[config.mk]
export PLATFORM = sky130hd
export DESIGN_NAME = key_event_decoder_flat
export DESIGN_NICKNAME = d
export VERILOG_FILES = /design/src/rtl/key_event_pkg.sv /design/src/rtl/key_event_decoder_if.sv /design/src/rtl/key_event_decoder.sv /design/src/flat_wrapper.sv
export SDC_FILE = /design/constraint.sdc
export NUM_CORES = 1
export LEC_CHECK = 0
export BUFFER_PORTS_ARGS = -buffer_cell sky130_fd_sc_hd__buf_2
export CORE_UTILIZATION = 50
export CTS_CLUSTER_DIAMETER = 60
export DETAILED_ROUTE_END_ITERATION = 10
export GPL_ROUTABILITY_DRIVEN = 0
export PLACE_DENSITY = 0.7
export REMOVE_ABC_BUFFERS = 1
export SYNTH_ARGS = -nofsm -noshare
export SYNTH_HDL_FRONTEND = slang
export SYNTH_SLANG_ARGS = --single-unit
[constraint.sdc]
create_clock -name clk -period 2.14 [get_ports clk]
set_input_delay 0.107 -clock clk [delete_from_list [all_inputs] [get_ports clk]]
set_output_delay 0.107 -clock clk [all_outputs]
set_load 0.02 [all_outputs]
[src/rtl/key_event_pkg.sv]
// Shared types and default parameter values for the key event decoder.
package key_event_pkg;

    typedef enum logic [1:0] {
        LOCK    = 2'd0,
        IDLE    = 2'd1,
        PRESSED = 2'd2,
        LONG    = 2'd3
    } key_state_t;

    localparam int unsigned DEF_LONG_CYCLES   = 1000;
    localparam int unsigned DEF_REPEAT_CYCLES = 250;
    localparam int unsigned DEF_CNT_W         = 16;

endpackage

[src/rtl/key_event_decoder_if.sv]
// Key level in, single-cycle key events out; master drives clean, slave produces events.
interface key_event_decoder_if;
    logic clean;
    logic press;
    logic long_press;
    logic repeat_evt;
    logic release_evt;
    logic release_long;
    logic held;

    modport master (
        output clean,
        input  press, long_press, repeat_evt, release_evt, release_long, held
    );

    modport slave (
        input  clean,
        output press, long_press, repeat_evt, release_evt, release_long, held
    );
endinterface

[src/rtl/key_event_decoder.sv]
// Turns a debounced key level into press / long-press / repeat / release pulses.
// A key already held when reset is released is ignored until it is let go.
module key_event_decoder
    import key_event_pkg::*;
#(
    parameter int unsigned LONG_CYCLES   = DEF_LONG_CYCLES,
    parameter int unsigned REPEAT_CYCLES = DEF_REPEAT_CYCLES,
    parameter int unsigned CNT_W         = DEF_CNT_W
) (
    input logic                clk,
    input logic                rst,
    key_event_decoder_if.slave bus
);

    localparam logic [CNT_W-1:0] LONG_LAST   = CNT_W'(LONG_CYCLES - 1);
    localparam logic [CNT_W-1:0] REPEAT_LAST = CNT_W'(REPEAT_CYCLES - 1);

    key_state_t       state;
    logic [CNT_W-1:0] cnt;

    always_ff @(posedge clk or negedge rst) begin
        if (!rst) begin
            state            <= LOCK;
            cnt              <= '0;
            bus.press        <= 1'b0;
            bus.long_press   <= 1'b0;
            bus.repeat_evt   <= 1'b0;
            bus.release_evt  <= 1'b0;
            bus.release_long <= 1'b0;
            bus.held         <= 1'b0;
        end else begin
            bus.press       <= 1'b0;
            bus.long_press  <= 1'b0;
            bus.repeat_evt  <= 1'b0;
            bus.release_evt <= 1'b0;
            case (state)
                LOCK: begin
                    if (!bus.clean) state <= IDLE;
                end
                IDLE: begin
                    if (bus.clean) begin
                        state     <= PRESSED;
                        cnt       <= '0;
                        bus.press <= 1'b1;
                        bus.held  <= 1'b1;
                    end
                end
                PRESSED: begin
                    // Release wins over a long_press due on the same edge.
                    if (!bus.clean) begin
                        state            <= IDLE;
                        bus.release_evt  <= 1'b1;
                        bus.release_long <= 1'b0;
                        bus.held         <= 1'b0;
                    end else if (cnt == LONG_LAST) begin
                        state          <= LONG;
                        cnt            <= '0;
                        bus.long_press <= 1'b1;
                    end else begin
                        cnt <= cnt + CNT_W'(1);
                    end
                end
                LONG: begin
                    if (!bus.clean) begin
                        state            <= IDLE;
                        bus.release_evt  <= 1'b1;
                        bus.release_long <= 1'b1;
                        bus.held         <= 1'b0;
                    end else if (cnt == REPEAT_LAST) begin
                        cnt            <= '0;
                        bus.repeat_evt <= 1'b1;
                    end else begin
                        cnt <= cnt + CNT_W'(1);
                    end
                end
                default: state <= LOCK;
            endcase
        end
    end

endmodule

[src/flat_wrapper.sv]
// flat-port wrapper written by rule: the top's interface ports become plain ports
module key_event_decoder_flat import key_event_pkg::*;
#(
    parameter int unsigned LONG_CYCLES   = DEF_LONG_CYCLES,
    parameter int unsigned REPEAT_CYCLES = DEF_REPEAT_CYCLES,
    parameter int unsigned CNT_W         = DEF_CNT_W
)
  (clk, rst, bus_clean, bus_press, bus_long_press, bus_repeat_evt, bus_release_evt, bus_release_long, bus_held);
  key_event_decoder_if bus_i ();
  input logic clk;
  input logic rst;
  input wire logic [$bits(bus_i.clean)-1:0] bus_clean;
  output wire logic [$bits(bus_i.press)-1:0] bus_press;
  output wire logic [$bits(bus_i.long_press)-1:0] bus_long_press;
  output wire logic [$bits(bus_i.repeat_evt)-1:0] bus_repeat_evt;
  output wire logic [$bits(bus_i.release_evt)-1:0] bus_release_evt;
  output wire logic [$bits(bus_i.release_long)-1:0] bus_release_long;
  output wire logic [$bits(bus_i.held)-1:0] bus_held;
  assign bus_i.clean = bus_clean;
  assign bus_press = bus_i.press;
  assign bus_long_press = bus_i.long_press;
  assign bus_repeat_evt = bus_i.repeat_evt;
  assign bus_release_evt = bus_i.release_evt;
  assign bus_release_long = bus_i.release_long;
  assign bus_held = bus_i.held;
  key_event_decoder #(.LONG_CYCLES(LONG_CYCLES), .REPEAT_CYCLES(REPEAT_CYCLES), .CNT_W(CNT_W)) u_core (.clk(clk), .rst(rst), .bus(bus_i));
endmodule
Yosys cells after proc, flatten, opt, wreduce, memory -nomap -nowiden
Cells that the tools add are included.
{"block": "totals", "latchBits": 0, "output_inout_bits": 6, "reg_bits": 24, "mem_bits_rw": 0, "romBits": 0, "elab_cells": 58, "memories": 0, "in_bits": 3}
{"block": "op_classes", "multipliers": 0, "mux": 26, "shift": 0, "reduce_logical": 10, "eq_ne": 13, "bitwise_logic": 0, "n_div": 0, "order_cmp": 0, "addsub": 1}
{"op": "$mux W16", "n": 5}
{"op": "$pmux W16 S3", "n": 1}
{"op": "$add A16 B1 Y16 const B", "n": 1}
{"op": "$eq A16 B10 Y1 const B", "n": 1}
{"op": "$eq A16 B8 Y1 const B", "n": 1}
{"op": "$ne A2 B2 Y1 const B", "n": 7}
{"op": "$mux W1", "n": 13}
{"op": "$reduce_and A3 Y1", "n": 3}
{"op": "$mux W2", "n": 4}
{"op": "$pmux W2 S3", "n": 1}
{"op": "$eq A2 B2 Y1 const B", "n": 2}
{"op": "$pmux W1 S2", "n": 2}
{"op": "$reduce_and A4 Y1", "n": 1}
{"op": "$reduce_bool A2 Y1", "n": 2}
{"op": "$reduce_or A2 Y1", "n": 2}
{"op": "$ne A3 B2 Y1 const B", "n": 1}
{"op": "$reduce_bool A3 Y1", "n": 1}
{"op": "$eq A2 B1 Y1 const B", "n": 1}
{"op": "$logic_not A2 Y1", "n": 1}

Depth between registers and ports, before layout
{"block": "logic_depth", "ltp_word": 4, "mapped_depth": 7, "mapped_depth_nobuf": 6}

Worst setup path after synthesis
Ideal clock, no wire load.
{"block": "synth_path", "path_kind": "flip-flop to flip-flop", "startpoint": "reg u_core.cnt[11]", "endpoint": "reg u_core.cnt[3]", "setup_ns": 0.135, "path_stages_with_launch": 8, "t_arrival_ns": 1.983, "n_path_buf": 3, "required_time_ns": 2.005, "path_slack_ns": 0.022, "cell_sequence": "dfrtp_1 > buf_6 > or4_4 > o41a_1 > buf_6 > buf_6 > o211ai_1 > o211ai_1"}
{"block": "synth_via", "elab_chain_cells": 4}
{"item": "start: declaration", "line": "key_event_decoder.sv:19", "source": "logic [CNT_W-1:0] cnt;"}
{"item": "start signal: assignment", "line": "key_event_decoder.sv:60", "source": "cnt <= cnt + CNT_W'(1);"}
{"item": "start signal: assignment", "line": "key_event_decoder.sv:73", "source": "cnt <= cnt + CNT_W'(1);"}
{"item": "$eq A16 B8 Y1 or $eq A16 B10 Y1 (tied branches)", "line": "key_event_decoder.sv:69, key_event_decoder.sv:55"}
{"item": "$mux W16 (on tied branches)", "line": "key_event_decoder.sv:69, key_event_decoder.sv:55"}
{"item": "$mux W16 (on tied branches)", "line": "key_event_decoder.sv:64, key_event_decoder.sv:50"}
{"item": "$pmux W16 S3 *", "line": "key_event_decoder.sv:36", "source": "case (state)"}
Every way passes the cells marked *; elsewhere a longest branch is shown, timed or not. The select of a mux whose other input is x is not followed.
A chain may end at the register's enable or synchronous reset.

Final worst setup path
{"block": "layout_path", "startpoint": "reg u_core.cnt[3]", "endpoint": "reg u_core.cnt[15]"}
{"block": "layout_via", "elab_chain_cells": 4}
{"item": "$add A16 B1 Y16 (tied with other cells)", "line": "key_event_decoder.sv:60, key_event_decoder.sv:73"}
{"item": "$mux W16 (on tied branches)", "line": "key_event_decoder.sv:69, key_event_decoder.sv:55"}
{"item": "$mux W16 (on tied branches)", "line": "key_event_decoder.sv:64, key_event_decoder.sv:50"}
{"item": "$pmux W16 S3 *", "line": "key_event_decoder.sv:36"}
Marks and branches as above.

==> metrics <==
sequential fraction of the synthesis area=39.9%; DR vias/cell=6.59; status=finished, violations left; Layout Nets=204; initial antenna violation count=0; Starting Density=53.6%; layout cell share with drive strength beyond 1=23.7%; CP Max Fanout=10; Clock Skew=6.52 ps; Design Area, Final=1810 um^2; Post-synth EDFFs=0; Final Instance Count excl. Fillers=between 200 and 250; Num CTS Buffers=3; Clock Sink Count=24; Mapped Area=1500 um^2; Static Leak=0.746 nW; synth cell count leaders=dfrtp_1, nand2_1, o211ai_1; Worst Path Required=2350 ps; final worst path period need=2120 ps; H-tree Lvls=1; CTS Root Cell=clkbuf_4; RSZ-0062 raised after global routing=true; Area Overhead vs Synth=20.5%; Synth Area in Adders=under 10%; Fin. Hold Viols=0; Tightest Hold Check Type=in -> async; clock buffer depth=2; CTS tree=done; final wirelength=3.95 mm; Pre-Repair DR Iteration Count=10; Mean Syn Cell Area=9.28 um^2; ANT cells=0; critical path startpoint category=flop; dpl hpwl=roughly 2.6 mm; WS Path Type=reg -> reg; CP arrival=approximately 2300 ps; largest family of logic cells by synthesized area=compound AO/OA/AOI/OAI gates; clk_lat worst skew=about 330 ps; Distinct cells, synth=44; fmax=between 400 and 500 MHz; ranking of synthesized cells by area=dfrtp_1, o211ai_1, nand2_1, ha_1, o2111ai_1; remaining antenna violation count=0; multiplexer area fraction after synthesis=0%; IO Port Bufs=8; Ports=9; DR iter-0 viols=83; post-synthesis compound-gate area fraction=26.7%; Reg clk slew, reported paths=150 ps; DIE HEIGHT=between 50 and 60 um; Yosys top cell by area=dfrtp_1; Power, Total=2.60 mW; Synth Register Bits=24; largest net degree at the start of global routing=25; simple-gate share of the synthesized area=~22%; failing checks=design-rule violations; relative slew slack=between 60% and 70%; Synth Area in XOR/XNOR=0%; vias in the first global route=1373; worst-margin pin slew=567 ps; Mapped Cells=162; Post-Place Cell Area=about 1700 um^2; core footprint=between 2000 and 3000 um^2; per-cell routed wire length=17.5 um; yosys warns=0; VDD IR max=0.604 mV; Synth async-reset ratio=100%; count leader, synth=dfrtp_1; hold_ws=274 ps; placed cells=216; DR DRC count=2; critical path endpoint category=flop; Cell Rows=19; GR Util All Layers=25.9%; period utilisation layout=99.2%; die outline width=56.8 um; via count=1482; fin. max-slew vios=0; grt ovf=0; Die Area=3230 um^2; Synth Flop Type=dfrtp_1; top cell type's share of synthesized area=around two fifths; Power Density=around 1400 nW/um^2; Final Setup Violations=0; Max-Cap Viols=0; first-pass GRT wire length=6.54 mm
-- area by class of cell --
class	count	area, um^2
Sequential cell	24	601
Clock buffer	3	22.5
Multi-Input combinational cell	120	835
Tap cell	31	38.8
Clock inverter	1	30.0
Fill cell	232	993
Inverter	12	45.0
Timing Repair Buffer	34	240
-- path summary, 6_finish.rpt --
kind / from / to / slack [ps] / depth (start not counted)
worst max-delay path: u_core.cnt[3] / u_core.cnt[15] / 20 / 5
worst min-delay path: rst / u_core.cnt[10] / 270 / 2
worst max register to register: u_core.cnt[3] / u_core.cnt[15] / 20 / 5
worst min register to register: u_core.bus.release_long / u_core.bus.release_long / 530 / 2
max in group asynchronous: rst / u_core.cnt[15] / 1510 / 2
min in group clk: u_core.bus.release_long / u_core.bus.release_long / 530 / 2
-- layer usage --
metal  track usage [%]  vias to the layer above  part of all wire, %
met5                 0                        -                    0
met2              42.0                       53                   47
met3              2.76                       10                  5.5
li1                  -                      700                    -
met1              37.5                      719                   46
met4              5.57                        0                  1.5
-- cells in the final DEF, fill, tap and decap left out, types with 3 or more instances in the layout --
master and count:
nor2_1 5, ha_1 6, nand2_1 22, o311ai_1 5, nand3_1 8, o21ai_0 5, buf_2 8, dfrtp_1 24
clkbuf_4 3, nor4_1 4, o211ai_1 12, or4_1 5, inv_1 11, buf_4 24, nor3_1 4, o2111ai_1 5
-- per-stage QoR --
step / setup slack [ps] / TNS, ps / util (%)
final: 17.6 / 0 / 64.6
after global routing: -43.6 / -149 / 64.6
after CTS: 22.9 / 0 / 63.0
after detailed placement: 59.2 / 0 / 60.4
after global placement: 106 / 0 / 60.4
after floorplan: -102 / -621 / -
-- worst max-delay path, stage by stage (launching register included) --
cell      delay [ps]
dfrtp_1          410
or4_4            550
o41a_1           490
buf_4            200
o221ai_1         220
nand3_1          130
-- sequential cells by signal, summed over array words and instances, names as in the netlist --
signal                   count
u_core.bus.held              1
u_core.bus.long_press        1
u_core.bus.press             1
u_core.bus.release_evt       1
u_core.bus.release_long      1
u_core.bus.repeat_evt        1
u_core.cnt                  16
u_core.state                 2
-- cell families after synthesis --
logic type               after synthesis
AND/OR/NAND/NOR                       64
AO/OA/AOI/OAI                         50
flip-flops                            24
buffers and inverters                 18
adder cells (fa/ha/maj)                6
-- timing repair --
item                                   4_1_cts  5_1_grt
hold buffers                                 2        0
setup endpoints to repair                    0        8
endpoints found under the hold margin       25        0
resized for setup                            0        7
buffers inserted                             0        3
-- report_power, final --
part / leakage, nW / switching, mW / internal, mW
sequential: 0.307 / 0.143 / 0.618
clock: 0.0279 / 0.154 / 0.190
combinational: 0.411 / 0.865 / 0.633
Note: power is estimated with default switching activity, not from simulation.
